### src/rtl/mips_pkg.sv
// Shared types and defaults for the data-memory responder.
package mips_pkg;

  localparam int WORD_W              = 32;
  localparam int DEPTH_DEFAULT       = 64;
  localparam int WAIT_CYCLES_DEFAULT = 2;

  typedef enum logic [1:0] {
    IDLE = 2'd0,
    WAIT = 2'd1,
    RESP = 2'd2
  } state_t;

endpackage

### src/rtl/dmem_array.sv
// Word storage for the data memory: synchronous write, asynchronous read,
// asynchronous clear of every word on reset.
import mips_pkg::*;

module dmem_array #(
  parameter int DEPTH = DEPTH_DEFAULT,
  parameter int IDX_W = $clog2(DEPTH)
) (
  input  logic              clk,
  input  logic              rst,
  input  logic              we,
  input  logic [IDX_W-1:0]  addr,
  input  logic [WORD_W-1:0] wdata,
  output logic [WORD_W-1:0] rdata,
  output logic [WORD_W-1:0] word0
);

  logic [WORD_W-1:0] mem [DEPTH];

  always_ff @(posedge clk or posedge rst) begin
    if (rst) begin
      for (int i = 0; i < DEPTH; i++) begin
        mem[i] <= '0;
      end
    end else if (we) begin
      mem[addr] <= wdata;
    end
  end

  assign rdata = mem[addr];
  assign word0 = mem[0];

endmodule

### src/rtl/dmem_responder.sv
// Wait-state data-memory responder for the pipeline memory stage.
// Optional misaligned-access trap: define DMEM_MISALIGN_TRAP_EN.
import mips_pkg::*;

module dmem_responder #(
  parameter int DEPTH       = DEPTH_DEFAULT,
  parameter int WAIT_CYCLES = WAIT_CYCLES_DEFAULT
) (
  input  logic        CLK,
  input  logic        RST,
  input  logic        Req,
  input  logic [31:0] A,
  input  logic [31:0] WD,
  input  logic        WE,
  output logic [31:0] RD,
  output logic        Ack,
  output logic        Stall,
  output logic        Err,
  output logic [15:0] test_value
);

  localparam int         IDX_W    = $clog2(DEPTH);
  localparam bit         NO_WAIT  = (WAIT_CYCLES == 0);
  localparam logic [3:0] CNT_INIT = (WAIT_CYCLES > 0) ? 4'(WAIT_CYCLES - 1) : 4'd0;

  state_t state, state_next;
  logic [3:0] cnt, cnt_next;
  logic accept, enter_resp;

  logic [IDX_W-1:0]  lat_idx;
  logic [WORD_W-1:0] lat_wd;
  logic              lat_we;

  logic [IDX_W-1:0]  cur_idx;
  logic [WORD_W-1:0] cur_wd;
  logic              cur_we;
  logic              misalign;

  logic              mem_we;
  logic [WORD_W-1:0] mem_rdata;
  logic [WORD_W-1:0] word0;
  logic              unused_bits;

  always_ff @(posedge CLK or posedge RST) begin
    if (RST) begin
      state <= IDLE;
      cnt   <= 4'd0;
    end else begin
      state <= state_next;
      cnt   <= cnt_next;
    end
  end

  always_comb begin
    state_next = state;
    cnt_next   = cnt;
    accept     = 1'b0;
    enter_resp = 1'b0;
    case (state)
      IDLE: begin
        if (Req) begin
          accept = 1'b1;
          if (NO_WAIT) begin
            state_next = RESP;
            enter_resp = 1'b1;
          end else begin
            state_next = WAIT;
            cnt_next   = CNT_INIT;
          end
        end
      end
      WAIT: begin
        if (cnt == 4'd0) begin
          state_next = RESP;
          enter_resp = 1'b1;
        end else begin
          cnt_next = cnt - 4'd1;
        end
      end
      RESP:    state_next = IDLE;
      default: state_next = IDLE;
    endcase
  end

  assign Stall = ((state == IDLE) && Req) || (state == WAIT);
  assign Ack   = (state == RESP);

  // With zero wait states the accepting edge is also the completing edge,
  // so the access must be served straight from the inputs in IDLE.
  always_comb begin
    cur_idx = lat_idx;
    cur_wd  = lat_wd;
    cur_we  = lat_we;
    if (state == IDLE) begin
      cur_idx = A[IDX_W+1:2];
      cur_wd  = WD;
      cur_we  = WE;
    end
  end

`ifdef DMEM_MISALIGN_TRAP_EN
  logic [1:0] lat_off;
  logic [1:0] cur_off;
  logic       err_q;

  assign cur_off  = (state == IDLE) ? A[1:0] : lat_off;
  assign misalign = (cur_off != 2'b00);

  always_ff @(posedge CLK or posedge RST) begin
    if (RST) begin
      lat_off <= 2'b00;
      err_q   <= 1'b0;
    end else begin
      if (accept) begin
        lat_off <= A[1:0];
      end
      err_q <= enter_resp && misalign;
    end
  end

  assign Err = err_q;
`else
  assign misalign = 1'b0;
  assign Err      = 1'b0;
`endif

  always_ff @(posedge CLK or posedge RST) begin
    if (RST) begin
      lat_idx <= '0;
      lat_wd  <= '0;
      lat_we  <= 1'b0;
    end else if (accept) begin
      lat_idx <= A[IDX_W+1:2];
      lat_wd  <= WD;
      lat_we  <= WE;
    end
  end

  // A trapped misaligned load returns zero rather than the array word.
  always_ff @(posedge CLK or posedge RST) begin
    if (RST) begin
      RD <= '0;
    end else if (enter_resp && !cur_we) begin
      RD <= misalign ? '0 : mem_rdata;
    end
  end

  assign mem_we = enter_resp && cur_we && !misalign;

  dmem_array #(
    .DEPTH (DEPTH),
    .IDX_W (IDX_W)
  ) u_array (
    .clk   (CLK),
    .rst   (RST),
    .we    (mem_we),
    .addr  (cur_idx),
    .wdata (cur_wd),
    .rdata (mem_rdata),
    .word0 (word0)
  );

  assign test_value  = word0[15:0];
  assign unused_bits = ^{A[31:IDX_W+2], A[1:0], word0[31:16]};

endmodule

### config.mk
export PLATFORM = sky130hd
export DESIGN_NAME = dmem_responder
export DESIGN_NICKNAME = d
export VERILOG_FILES = /design/src/rtl/mips_pkg.sv /design/src/rtl/dmem_array.sv /design/src/rtl/dmem_responder.sv
export SDC_FILE = /design/constraint.sdc
export NUM_CORES = 2
export LEC_CHECK = 0
export ABC_AREA = 1
export CAP_MARGIN = 10
export CORE_UTILIZATION = 33
export CTS_CLUSTER_DIAMETER = 120
export DETAILED_ROUTE_END_ITERATION = 8
export GPL_TIMING_DRIVEN = 0
export MAX_ROUTING_LAYER = met4
export PLACE_DENSITY = 0.53
export SYNTH_ARGS = -nofsm -noshare
export SYNTH_HDL_FRONTEND = slang
export SYNTH_SLANG_ARGS = --single-unit
### constraint.sdc
create_clock -name CLK -period 67.9 [get_ports CLK]
set_clock_uncertainty 0.2 [all_clocks]
set_input_delay 6.79 -clock CLK [delete_from_list [all_inputs] [get_ports CLK]]
set_output_delay 6.79 -clock CLK [all_outputs]
set_load 0.05 [all_outputs]
# Word-level counts from Yosys, hierarchy flattened
# Index checks and enable logic that the tools add are counted.
[op_classes]
n_addsub = 1
magnitude_cmp = 2
eq_ne = 5
muxes = 19
n_bitwise = 1
reduce_logical = 11
[op_table]
columns = ["operator", "n"]
rows = [
  ["$bwmux 2048", 1],
  ["$bmux 32 s6", 1],
  ["$demux 32 s6", 1],
  ["$mux 32", 4],
  ["$mux 4", 2],
  ["$pmux 4 s2", 1],
  ["$ge 7x7->1 const B", 1],
  ["$lt 7x1->1 const B", 1],
  ["$not 6->7", 1],
  ["$mux 6", 1],
  ["$ne 2x2->1 const B", 3],
  ["$mux 1", 5],
  ["$logic_and 1x1->1", 4],
  ["$logic_not 4->1", 1],
  ["$mux 2", 2],
  ["$pmux 2 s2", 1],
  ["$sub 4x1->4 const B", 1],
  ["$reduce_and 3->1", 1],
  ["$eq 2x1->1 const B", 1],
  ["$eq 2x2->1 const B", 1],
  ["$logic_not 2->1", 1],
  ["$reduce_and 2->1", 1],
  ["$reduce_bool 2->1", 1],
  ["$logic_not 1->1", 1],
  ["$logic_or 1x1->1", 1],
]
[totals]
register_bits = 2125
inputBits = 68
out_inout_bits = 51
word_cells = 109

# Depth between registers and ports, before layout
[logic_depth]
depth_word = 8
mapped_depth = 18
mapped_depth_nobuf = 16

# Hierarchy
# A second synthesis with hierarchy kept.
[hier_totals]
cells_unflattened = 13599
area_unflattened_um2 = 99504.2
[modules_own_cells]
columns = ["mod", "n_inst", "cells_per_inst", "area_each_um2", "seq_area_each_um2"]
rows = [
  ["dmem_array", 1, 13159, 95969.5, 51249.2],
  ["dmem_responder", 1, 440, 3534.6, 1926.8],
]

# Worst setup path before layout
# Ideal clock, no wire load.
[synth_timing]
kind = "in2out"
start = "in Req"
end = "out Stall"
t_arrival_ns = 7.505
required_ns = 60.910
slack_ns = 53.405
path_stages = 3
n_path_buf = 1
cell_sequence = "nand2_1 -> clkbuf_1 -> nand2_1"
[synth_between]
elab_chain_cells = 2
[synth_lines]
columns = ["element", "line", "text"]
rows = [
  ["start, declared", "dmem_responder.sv:11", "input logic Req,"],
  ["$logic_and 1x1->1", "dmem_responder.sv:85", "assign Stall = ((state == IDLE) && Req) || (state == WAIT);"],
  ["$logic_or 1x1->1", "dmem_responder.sv:85", ""],
  ["end, declared", "dmem_responder.sv:17", "output logic Stall,"],
]
# No other way between the ends.

# Worst setup path in the final report
# Ends and elaborated chain as after synthesis.

==> metrics.yaml <==
worstHoldStart: "cnt[0]"
post_cts_buffers: 0
cts_resized: 0
max_cap_viol_count: 2
path_class: "in2out"
power.density_nw_per_um2: 53.09
max_freq_mhz: 63.77
ir_worst_vdd_mv: 0.04147
critPathLaunch: "Req"
nets: 14430
hold_depth: 1
final_layout_size_suffix_gt1_frac: 0.04452
vias: 99090
io_pins: 119
hpwl_um: 382700
slew_headroom: -0.05463
wl_per_cell_um: 27.65
r2r-end: "RD[18]"
min_period_over_period: 0.2309
portBuffers: 91
grt_pass1_vias: 91820
cts_sinks: 2125
setup_violations: 0
path_clk_slew_ps: 60
crit_chain: "clkdlybuf4s50_1 -> nand2_1 -> clkbuf_1 -> nand2_1 -> clkdlybuf4s50_1"
crit_slowest_cell: "clkdlybuf4s50_1"
seq_area_frac_synth: 0.5235
wl_um: 517800
r2r_slack_ps: 61620
drtAntennaViolNets: 0
cts_buffer_depth: 4
min_period_ps: 15680
r2r_cells: 18
reg2reg_from: "state[0]"
crit_path_end_kind: "output pin"
clkLatencyLatePin_ps: 940
first_pass_iters: 8
grt_util_all_layers: 0.3395
synth.distinct_cells: 21
die_y_um: 556.8
grt_pass1_wl_um: 718500
netlist_area_um2: 101600
vias_per_cell: 5.291
holdPathEnd: "cnt[0]"
finalMaxSlewViolations: 11
hold_viol_final: 0
finalPower_mw: 6.270
die_x_um: 556.8
dieArea_um2: 310000
p_leak_nw: 57.50
grt_use_met1: 0.4140
syn_nets: 14010
grt_busiest_layer: "met2"
drc: 0
area_growth_pct: 16.28
fillers: 33050
use_met3: 0.09997
worst_hold_path_type: "reg2reg"
grt_max_degree: 125
numCtsBuffers: 238
cp_max_fo: 10
gp_congestion: 1.032
met2_usage: 0.4834
cts-root-buf: "clkbuf_16"
worst_pin_slew_ps: 1582
violations: "capacitance limit, slew limit"
num_rows: 203
critPathLaunchType: "input port"
cts_tree: "built"
critPathRequiredTime_ps: 60910
ctsHoldBuffers: 0
fin_tns_setup_ps: 0
grt_setup_unrepaired: "no"
slowest_delay_ps: 830
status: "finished with violations"
ys_seq_elements: 2125
htreeDepth: 4
critPathArrivalTime_ps: 8690
core_area_um2: 306100
yosysWarnings: 0
start_util: 0.3319
synthCells: 13940
gr-total-overflow: 0
antenna_found_initial: 68
syn_area_per_cell_um2: 7.289
drt_iter0_drc: 13510
-- worst max-delay path, delay by kind of cell --
kind	cells	cell delay, ps
buf+inv	3	1590
simple gates	2	310
-- synth_stat cells --
cell type     n  share of area
a21oi_1       9        0.00044
nor2_2        1       0.000062
and3_1        1       0.000062
or2_2        38         0.0023
nand3_1     743          0.037
dfrtp_1    2125           0.52
nor2_1       86         0.0032
o21ai_0    2006          0.099
buf_2        13        0.00064
conb_1        1       0.000037
buf_4        17         0.0013
buf_1        67         0.0025
nor3_1        8        0.00039
nand2_1    6354           0.23
inv_2         1       0.000037
clkbuf_1    942          0.035
ha_1          2        0.00025
nor3_2        1       0.000099
inv_1      1330          0.049
o211ai_1     65         0.0048
o21ai_1     125         0.0062
-- flip-flops by register name, indices dropped and copies added, names as in the netlist --
register / flops
RD: 32
cnt: 4
lat_idx: 6
lat_wd: 32
lat_we: 1
state: 2
u_array.mem: 2016
u_array.word0: 32
-- worst max path at each step --
stage	to	cells after the start
4_1_cts	Stall	5
5_1_grt	Stall	5
6_report	Stall	5
3_3_place_gp	u_array.mem[705]	2
3_5_place_dp	Stall	5
2_1_floorplan	RD[0]	1
-- stage by stage --
step	instances	setup WS (ps)	area [um2]	utilization	hold slack, ps
final	18730	52220	118100	0.3859	263.0
after global routing	18700	52100	118000	0.3857	289.5
after CTS	18650	52200	117800	0.3849	270.4
after detailed placement	18220	52210	109800	0.3588	262.6
after global placement	18130	-28160	107600	0.3516	258.5
after floorplan	13940	877.5	101600	-	239.6
-- placed cells by master, fill, tap and decap left out, types with 18 or more instances in the layout --
cell type           n
buf_16             39
buf_4              21
o21ai_2            18
dfrtp_1          2125
o211ai_1           65
or2_2              38
buf_8              35
buf_1              60
inv_1            1329
clkinv_2           54
nor2_1             81
o21ai_1            93
clkbuf_8           68
diode_2            72
buf_2              20
clkdlybuf4s50_1    91
nand3_1           743
clkbuf_1          945
nand2_1          6350
clkbuf_16         241
o21ai_0          2006
clkbuf_2           38
-- kinds of logic (layout without fill, tap and decap cells) --
group,after synthesis,count (layout),share of synthesized area
other,1,73,0.00003692
DFF,2125,2125,0.5235
AOI/OAI and AO/OA,2205,2205,0.1103
buffers and inverters,2370,2991,0.08837
adders and majority gates,2,2,0.0002463
and+or+nand+nor,7232,7232,0.2776
-- layout make-up --
type,count,area (um2),share of cell area
flip-flops and latches,2125,53180,0.4502
multi-input cells,9440,39670,0.3359
clock buffers,349,7096,0.06008
well taps,4100,5130,0.04344
inverters,1331,5004,0.04237
plain buffers,1039,4036,0.03418
repair buffers,189,2919,0.02472
clock inverters,83,892.1,0.007553
diodes,72,180.2,0.001526
-- power by group --
part | internal (mW) | leakage (nW) | switching (mW)
clock | 0.778 | 3.98 | 0.584
combinational | 0.625 | 24.1 | 2.68
sequential | 1.48 | 29.5 | 0.123
-- per-layer routing --
metal	vias up	part of all wire
li1	43930	-
met1	48310	0.39
met2	5446	0.42
met3	1406	0.11
met4	0	0.080
met5	-	0
(Power assumes the default switching activity.)
